==> config.mk <==
export PLATFORM = sky130hd
export DESIGN_NAME = key_matrix_emu
export DESIGN_NICKNAME = d
export VERILOG_FILES = /design/src/rtl/key_matrix_pkg.sv /design/src/rtl/key_code_map.sv /design/src/rtl/key_matrix_emu.sv
export SDC_FILE = /design/constraint.sdc
export NUM_CORES = 1
export LEC_CHECK = 0
export ABC_AREA = 1
export CAP_MARGIN = 20
export CELL_PAD_IN_SITES_DETAIL_PLACEMENT = 0
export CELL_PAD_IN_SITES_GLOBAL_PLACEMENT = 1
export CORE_MARGIN = 10
export CORE_UTILIZATION = 35
export DETAILED_ROUTE_END_ITERATION = 6
export PLACE_DENSITY_LB_ADDON = 0.05
export SYNTH_ARGS = -nofsm -noshare
export SYNTH_HDL_FRONTEND = slang
export SYNTH_SLANG_ARGS = --single-unit
==> constraint.sdc <==
create_clock -name clk -period 1.7 [get_ports clk]
set_clock_uncertainty 0.2 [all_clocks]
set_input_delay 0.51 -clock clk [delete_from_list [all_inputs] [get_ports clk]]
set_output_delay 0.51 -clock clk [all_outputs]
set_load 0.05 [all_outputs]
==> src/rtl/key_matrix_pkg.sv <==
// Shared definitions for the keypad scanner and the keypad emulator:
// key codes, column strobe patterns and the emulator FSM states.
package key_matrix_pkg;

  // Key codes
  localparam logic [3:0] SN = 4'd0;
  localparam logic [3:0] SA = 4'd1;   // '*'
  localparam logic [3:0] SS = 4'd2;   // '#'
  localparam logic [3:0] S0 = 4'd3;
  localparam logic [3:0] S1 = 4'd4;
  localparam logic [3:0] S2 = 4'd5;
  localparam logic [3:0] S3 = 4'd6;
  localparam logic [3:0] S4 = 4'd7;
  localparam logic [3:0] S5 = 4'd8;
  localparam logic [3:0] S6 = 4'd9;
  localparam logic [3:0] S7 = 4'd10;
  localparam logic [3:0] S8 = 4'd11;
  localparam logic [3:0] S9 = 4'd12;

  // Column strobes (one-hot, left to right)
  localparam logic [2:0] COL_L = 3'b100;
  localparam logic [2:0] COL_M = 3'b010;
  localparam logic [2:0] COL_R = 3'b001;

  // Emulator FSM states
  typedef enum logic [1:0] {
    ST_IDLE    = 2'd0,
    ST_PRESS   = 2'd1,
    ST_RELEASE = 2'd2
  } state_t;

endpackage

==> src/rtl/key_code_map.sv <==
// Decodes a key code into the row/column one-hot pair where that key sits
// on the 3x4 matrix. Pause codes (0, 13..15) decode to all-zero with
// valid_key low.
import key_matrix_pkg::*;

module key_code_map (
  input  logic [3:0] code,
  output logic [3:0] row,
  output logic [2:0] col,
  output logic       valid_key
);

  // Matrix position lookup
  always_comb begin
    row       = 4'b0000;
    col       = 3'b000;
    valid_key = 1'b1;
    case (code)
      S1: begin row = 4'b1000; col = COL_L; end
      S2: begin row = 4'b1000; col = COL_M; end
      S3: begin row = 4'b1000; col = COL_R; end
      S4: begin row = 4'b0100; col = COL_L; end
      S5: begin row = 4'b0100; col = COL_M; end
      S6: begin row = 4'b0100; col = COL_R; end
      S7: begin row = 4'b0010; col = COL_L; end
      S8: begin row = 4'b0010; col = COL_M; end
      S9: begin row = 4'b0010; col = COL_R; end
      SA: begin row = 4'b0001; col = COL_L; end
      S0: begin row = 4'b0001; col = COL_M; end
      SS: begin row = 4'b0001; col = COL_R; end
      default: valid_key = 1'b0;
    endcase
  end

endmodule

==> src/rtl/key_matrix_emu.sv <==
// 3x4 keypad emulator. Accepts key codes over valid/ready, holds each key
// for HOLD_SCANS scanner rounds, then releases it for GAP_SCANS rounds.
// Row levels are gated combinationally from the live column strobe so the
// scanner sees them within the same half cycle it drives the column.
import key_matrix_pkg::*;

module key_matrix_emu #(
  parameter int unsigned HOLD_SCANS = 4,
  parameter int unsigned GAP_SCANS  = 2
) (
  input  logic       clk,
  input  logic       rst,
  input  logic [3:0] key_code,
  input  logic       key_valid,
  output logic       key_ready,
  input  logic [2:0] key_col,
  output logic [3:0] key_row,
  output logic       busy,
  output logic       done
);

  localparam logic [7:0] HOLD_CNT = HOLD_SCANS[7:0];
  localparam logic [7:0] GAP_CNT  = GAP_SCANS[7:0];

  logic [3:0] map_row;
  logic [2:0] map_col;
  logic       map_valid;

  state_t     state_reg;
  logic       pressed_reg;
  logic [2:0] prev_col_reg;
  logic [7:0] cnt_reg;
  logic [3:0] row_reg;
  logic [2:0] col_reg;
  logic       done_reg;

  logic       scan_tick;
  logic [7:0] cnt_inc;
  logic       col_hit;

  key_code_map u_map (
    .code      (key_code),
    .row       (map_row),
    .col       (map_col),
    .valid_key (map_valid)
  );

  // One tick per scanner round: the rising edge of the rightmost strobe
  assign scan_tick = (key_col == COL_R) && (prev_col_reg != COL_R);

  // Saturating increment; the == compare never wraps past the limit
  assign cnt_inc = (cnt_reg == 8'hFF) ? cnt_reg : cnt_reg + 8'd1;

  // Press/release sequencing, tick counting and the done pulse
  always_ff @(posedge clk) begin
    if (rst) begin
      state_reg    <= ST_IDLE;
      pressed_reg  <= 1'b0;
      prev_col_reg <= 3'b000;
      cnt_reg      <= 8'd0;
      row_reg      <= 4'b0000;
      col_reg      <= 3'b000;
      done_reg     <= 1'b0;
    end else begin
      prev_col_reg <= key_col;
      done_reg     <= 1'b0;
      case (state_reg)
        ST_IDLE: begin
          // A tick coinciding with the transfer is deliberately not counted
          if (key_valid) begin
            row_reg <= map_row;
            col_reg <= map_col;
            cnt_reg <= 8'd0;
            if (map_valid) begin
              state_reg   <= ST_PRESS;
              pressed_reg <= 1'b1;
            end else begin
              state_reg <= ST_RELEASE;
            end
          end
        end
        ST_PRESS: begin
          if (scan_tick) begin
            if (cnt_inc == HOLD_CNT) begin
              state_reg   <= ST_RELEASE;
              cnt_reg     <= 8'd0;
              pressed_reg <= 1'b0;
            end else begin
              cnt_reg <= cnt_inc;
            end
          end
        end
        ST_RELEASE: begin
          if (scan_tick) begin
            if (cnt_inc == GAP_CNT) begin
              state_reg <= ST_IDLE;
              cnt_reg   <= 8'd0;
              done_reg  <= 1'b1;
            end else begin
              cnt_reg <= cnt_inc;
            end
          end
        end
        default: state_reg <= ST_IDLE;
      endcase
    end
  end

  assign key_ready = (state_reg == ST_IDLE);
  assign busy      = (state_reg == ST_PRESS) || (state_reg == ST_RELEASE);
  assign done      = done_reg;

  // A non-one-hot strobe can never equal the latched one-hot column
  assign col_hit = pressed_reg && (key_col == col_reg);

  generate
    for (genvar gi = 0; gi < 4; gi++) begin : g_row
      assign key_row[gi] = col_hit & row_reg[gi];
    end
  endgenerate

endmodule
==> key figures <==
Timing
  – Worst rel slew slack: 79.1%
  – Worst-Margin Slew: 0.313 ns
  – Setup TNS: -2.86 ns
  – Setup violations, final: 16
  – Unrepaired setup endpoints after global routing: yes
  – Final period utilization: 122%
  – Hold WS: 0.273 ns
  – Fin. max-slew vios: 0
  – Final hold violations: 0
  – Tmin final: 2.07 ns
  – Worst Setup Slack, final: -0.370 ns
  – Max Freq: 483 MHz

Global routing
  – Vias in the first global route: 1680
  – GR Util All Layers: 11.8%
  – Largest net degree at the start of global routing: 15
  – Global-route wire length before repair: 7.34 mm
  – GRT overflow: 0
  – Initial antenna violation count: 0

Placement
  – Final GP Congestion: 0.782
  – Dpl hpwl: 3.21 mm
  – Post-Place Setup Slack: -1.02 ns
  – Cells after DPL: 333
  – Buffers on Ports: 16
  – Post-Place Cell Area: 0.00221 mm^2

Worst setup path
  – Top cell by count, worst path: buf_12
  – FF-to-FF Start: state_reg[1]
  – Worst path top cell family by delay: buffers and inverters
  – Setup CP Type: in -> out
  – WP buf/inv: 4
  – R2R depth: 8
  – CP startpoint kind: input port
  – Critical path, cell by cell: buf_12, inv_12, o22ai_2, a21oi_2, nand4_1, buf_6, nor2_4, buf_12
  – Reg-to-reg slack, setup: -0.13 ns
  – Crit path arrival time: 1.36 ns
  – R2R Path End: cnt_reg[6]
  – CP max stage delay: 0.16 ns
  – CP max-delay cell: buf_6
  – CP endpoint kind: output port
  – Max FO, Critical Path: 4
  – CP startpoint: key_col[0]
  – WP data required: 0.99 ns

Logic synthesis
  – Syn Nets: 245
  – Distinct cells, synth: 31
  – Post-synthesis sequential area ratio: 29.4%
  – Yosys reg bits: 22
  – Yosys top cell area share: approximately 29%
  – YS warnings: 0
  – Syn Inst Count: between 200 and 250
  – Synthesized area: between 0.001 and 0.0015 mm^2
  – Top cells by area, synth: dfxtp_1, nand2_1, inv_1, ha_1, nor2_1
  – Mapped Avg Cell Area: 6.60 um^2
  – Top cell type by total area after synthesis: dfxtp_1

Die
  – DIE AREA: 0.00730 mm^2
  – Die height: 85.4 um
  – Initial Utilization: 36.9%
  – Site row count: 23
  – Core Area: 0.00406 mm^2
  – Die X-Extent: 85.4 um
  – Boundary pin count: 17

Run
  – Max_cap viols: 0

Hold path
  – WHS Endpoint: prev_col_reg[0]
  – Class of the worst hold path: in -> reg
  – Hold Crit Depth: 3
  – Hold_sp: key_col[0]

Run status
  – Outcome: finished with violations
  – Failing checks: setup timing

CTS
  – TritonCTS Sinks: 22
  – Clk_lat worst skew: 0.26 ns
  – CTS tree: built
  – Max clock buf depth: 2
  – CTS Buf Count: 3
  – H-tree depth: 1
  – CTS Root Cell: clkbuf_8
  – Reg clk slew, reported paths: approximately 0.08 ns

Final layout
  – P&R area growth vs syn: 70.1%
  – Final instance area: 0.00255 mm^2
  – Share of layout cells above drive strength 1: 50.0%
  – Final core occ: 62.8%
  – Fin nets: about 320
  – Largest register FFs: 8
  – N_diodes: 0
  – Layout Cells excl Fill: 346
  – Final-layout fill cell count: between 300 and 400

Route
  – Residual DRC count: 0
  – Pre-Repair DR Iteration Count: 4
  – DR WL/cell: 12.2 um
  – Final ANT Viol Nets: 0
  – Drt total wl: approximately 4.2 mm
  – Routed vias/inst: 4.79
  – Initial DRC Count: 53
  – Via count: 1658

Power and ir drop
  – VDD IR max: 1.38 mV
  – Pwr/cell area: 1190 mW/mm^2
  – Final Power: around 3.0 mW
  – Static leakage: about 1.1 nW
power breakdown:
| group | internal [mW] | switching (mW) | total (mW) |
|---|---|---|---|
| logic | 0.884 | 0.991 | 1.87 |
| clock network | 0.314 | 0.179 | 0.493 |
| registers | 0.603 | 0.0534 | 0.657 |
worst max-delay path by stage:
stage | slack (ns) | end | cells past startpoint
global placement | -1.02 | cnt_reg[7] | 9
CTS | -0.38 | key_row[0] | 8
global route | -0.45 | key_row[2] | 6
detailed placement | -1.02 | cnt_reg[5] | 9
floorplan | -0.45 | key_row[0] | 5
finish | -0.37 | key_row[2] | 8
final cells by class:
class	count	area [um^2]	share of cell area (%)
clock inverters	1	30.0	1.18
well taps	50	62.6	2.46
multi-input cells	164	1120	44.1
clock buffers	3	41.3	1.62
flip-flops and latches	22	454	17.8
inverters	37	171	6.73
repair buffers	69	666	26.1
logic make-up after synthesis:
| kind of cell | after synthesis | synth area share (%) |
|---|---|---|
| AND/OR/NAND/NOR | 120 | 39.2 |
| buffers and inverters | 41 | 10.7 |
| adder cells (fa/ha/maj) | 8 | 6.68 |
| AO/OA/AOI/OAI | 33 | 12.3 |
| XOR/XNOR | 3 | 1.75 |
| flip-flops | 22 | 29.4 |
per-layer routing:
layer,track usage (%),vias to the layer above,wire [um]
li1,-,862,-
met1,12.9,775,1900
met2,22.3,17,2230
met3,2.10,4,73
met4,2.99,0,34
met5,0,-,0
cells in the final DEF (no fill, tap or decap), types with 4 or more instances in the layout:
cell | Yosys | final
a21oi_1 | 15 | 10
a21oi_2 | 0 | 5
buf_12 | 0 | 9
buf_4 | 1 | 47
buf_6 | 0 | 6
dfxtp_1 | 22 | 15
dfxtp_2 | 0 | 5
inv_1 | 33 | 23
inv_2 | 3 | 9
nand2_1 | 57 | 46
nand2_2 | 5 | 16
nand3_1 | 12 | 8
nand3_2 | 2 | 4
nand4_1 | 6 | 6
nor2_1 | 23 | 14
nor2_2 | 5 | 9
nor2_4 | 1 | 6
o21ai_0 | 8 | 4
worst register-to-register path: stages (launching register included):
cell,delay [ns]
dfxtp_2,0.34
inv_2,0.05
buf_6,0.11
ha_4,0.27
buf_4,0.12
clkinvlp_4,0.10
nor3_4,0.33
nand2_1,0.12
a21oi_2,0.13
repair_timing:
| item | in CTS | in global routing |
|---|---|---|
| pin swaps | 22 | 18 |
| hold buffers | 0 | 0 |
| endpoints found under the hold margin | 0 | 0 |
| setup buffers | 7 | 2 |
| setup endpoints to repair | 24 | 22 |
| resized for setup | 57 | 29 |
synthesized netlist by cell type (all sizes together):
cell type   n
a211oi      1
a21oi      15
a31oi       4
buf         2
clkbuf      2
clkinv      1
dfxtp      22
ha          8
inv        36
nand2      66
nand3      15
nand3b      1
nand4       6
nor2       29
nor3        3
o211ai      1
o21ai       8
o21bai      1
o221ai      1
o22ai       2
xnor2       2
xor2        1
(Power assumes the default switching activity.)
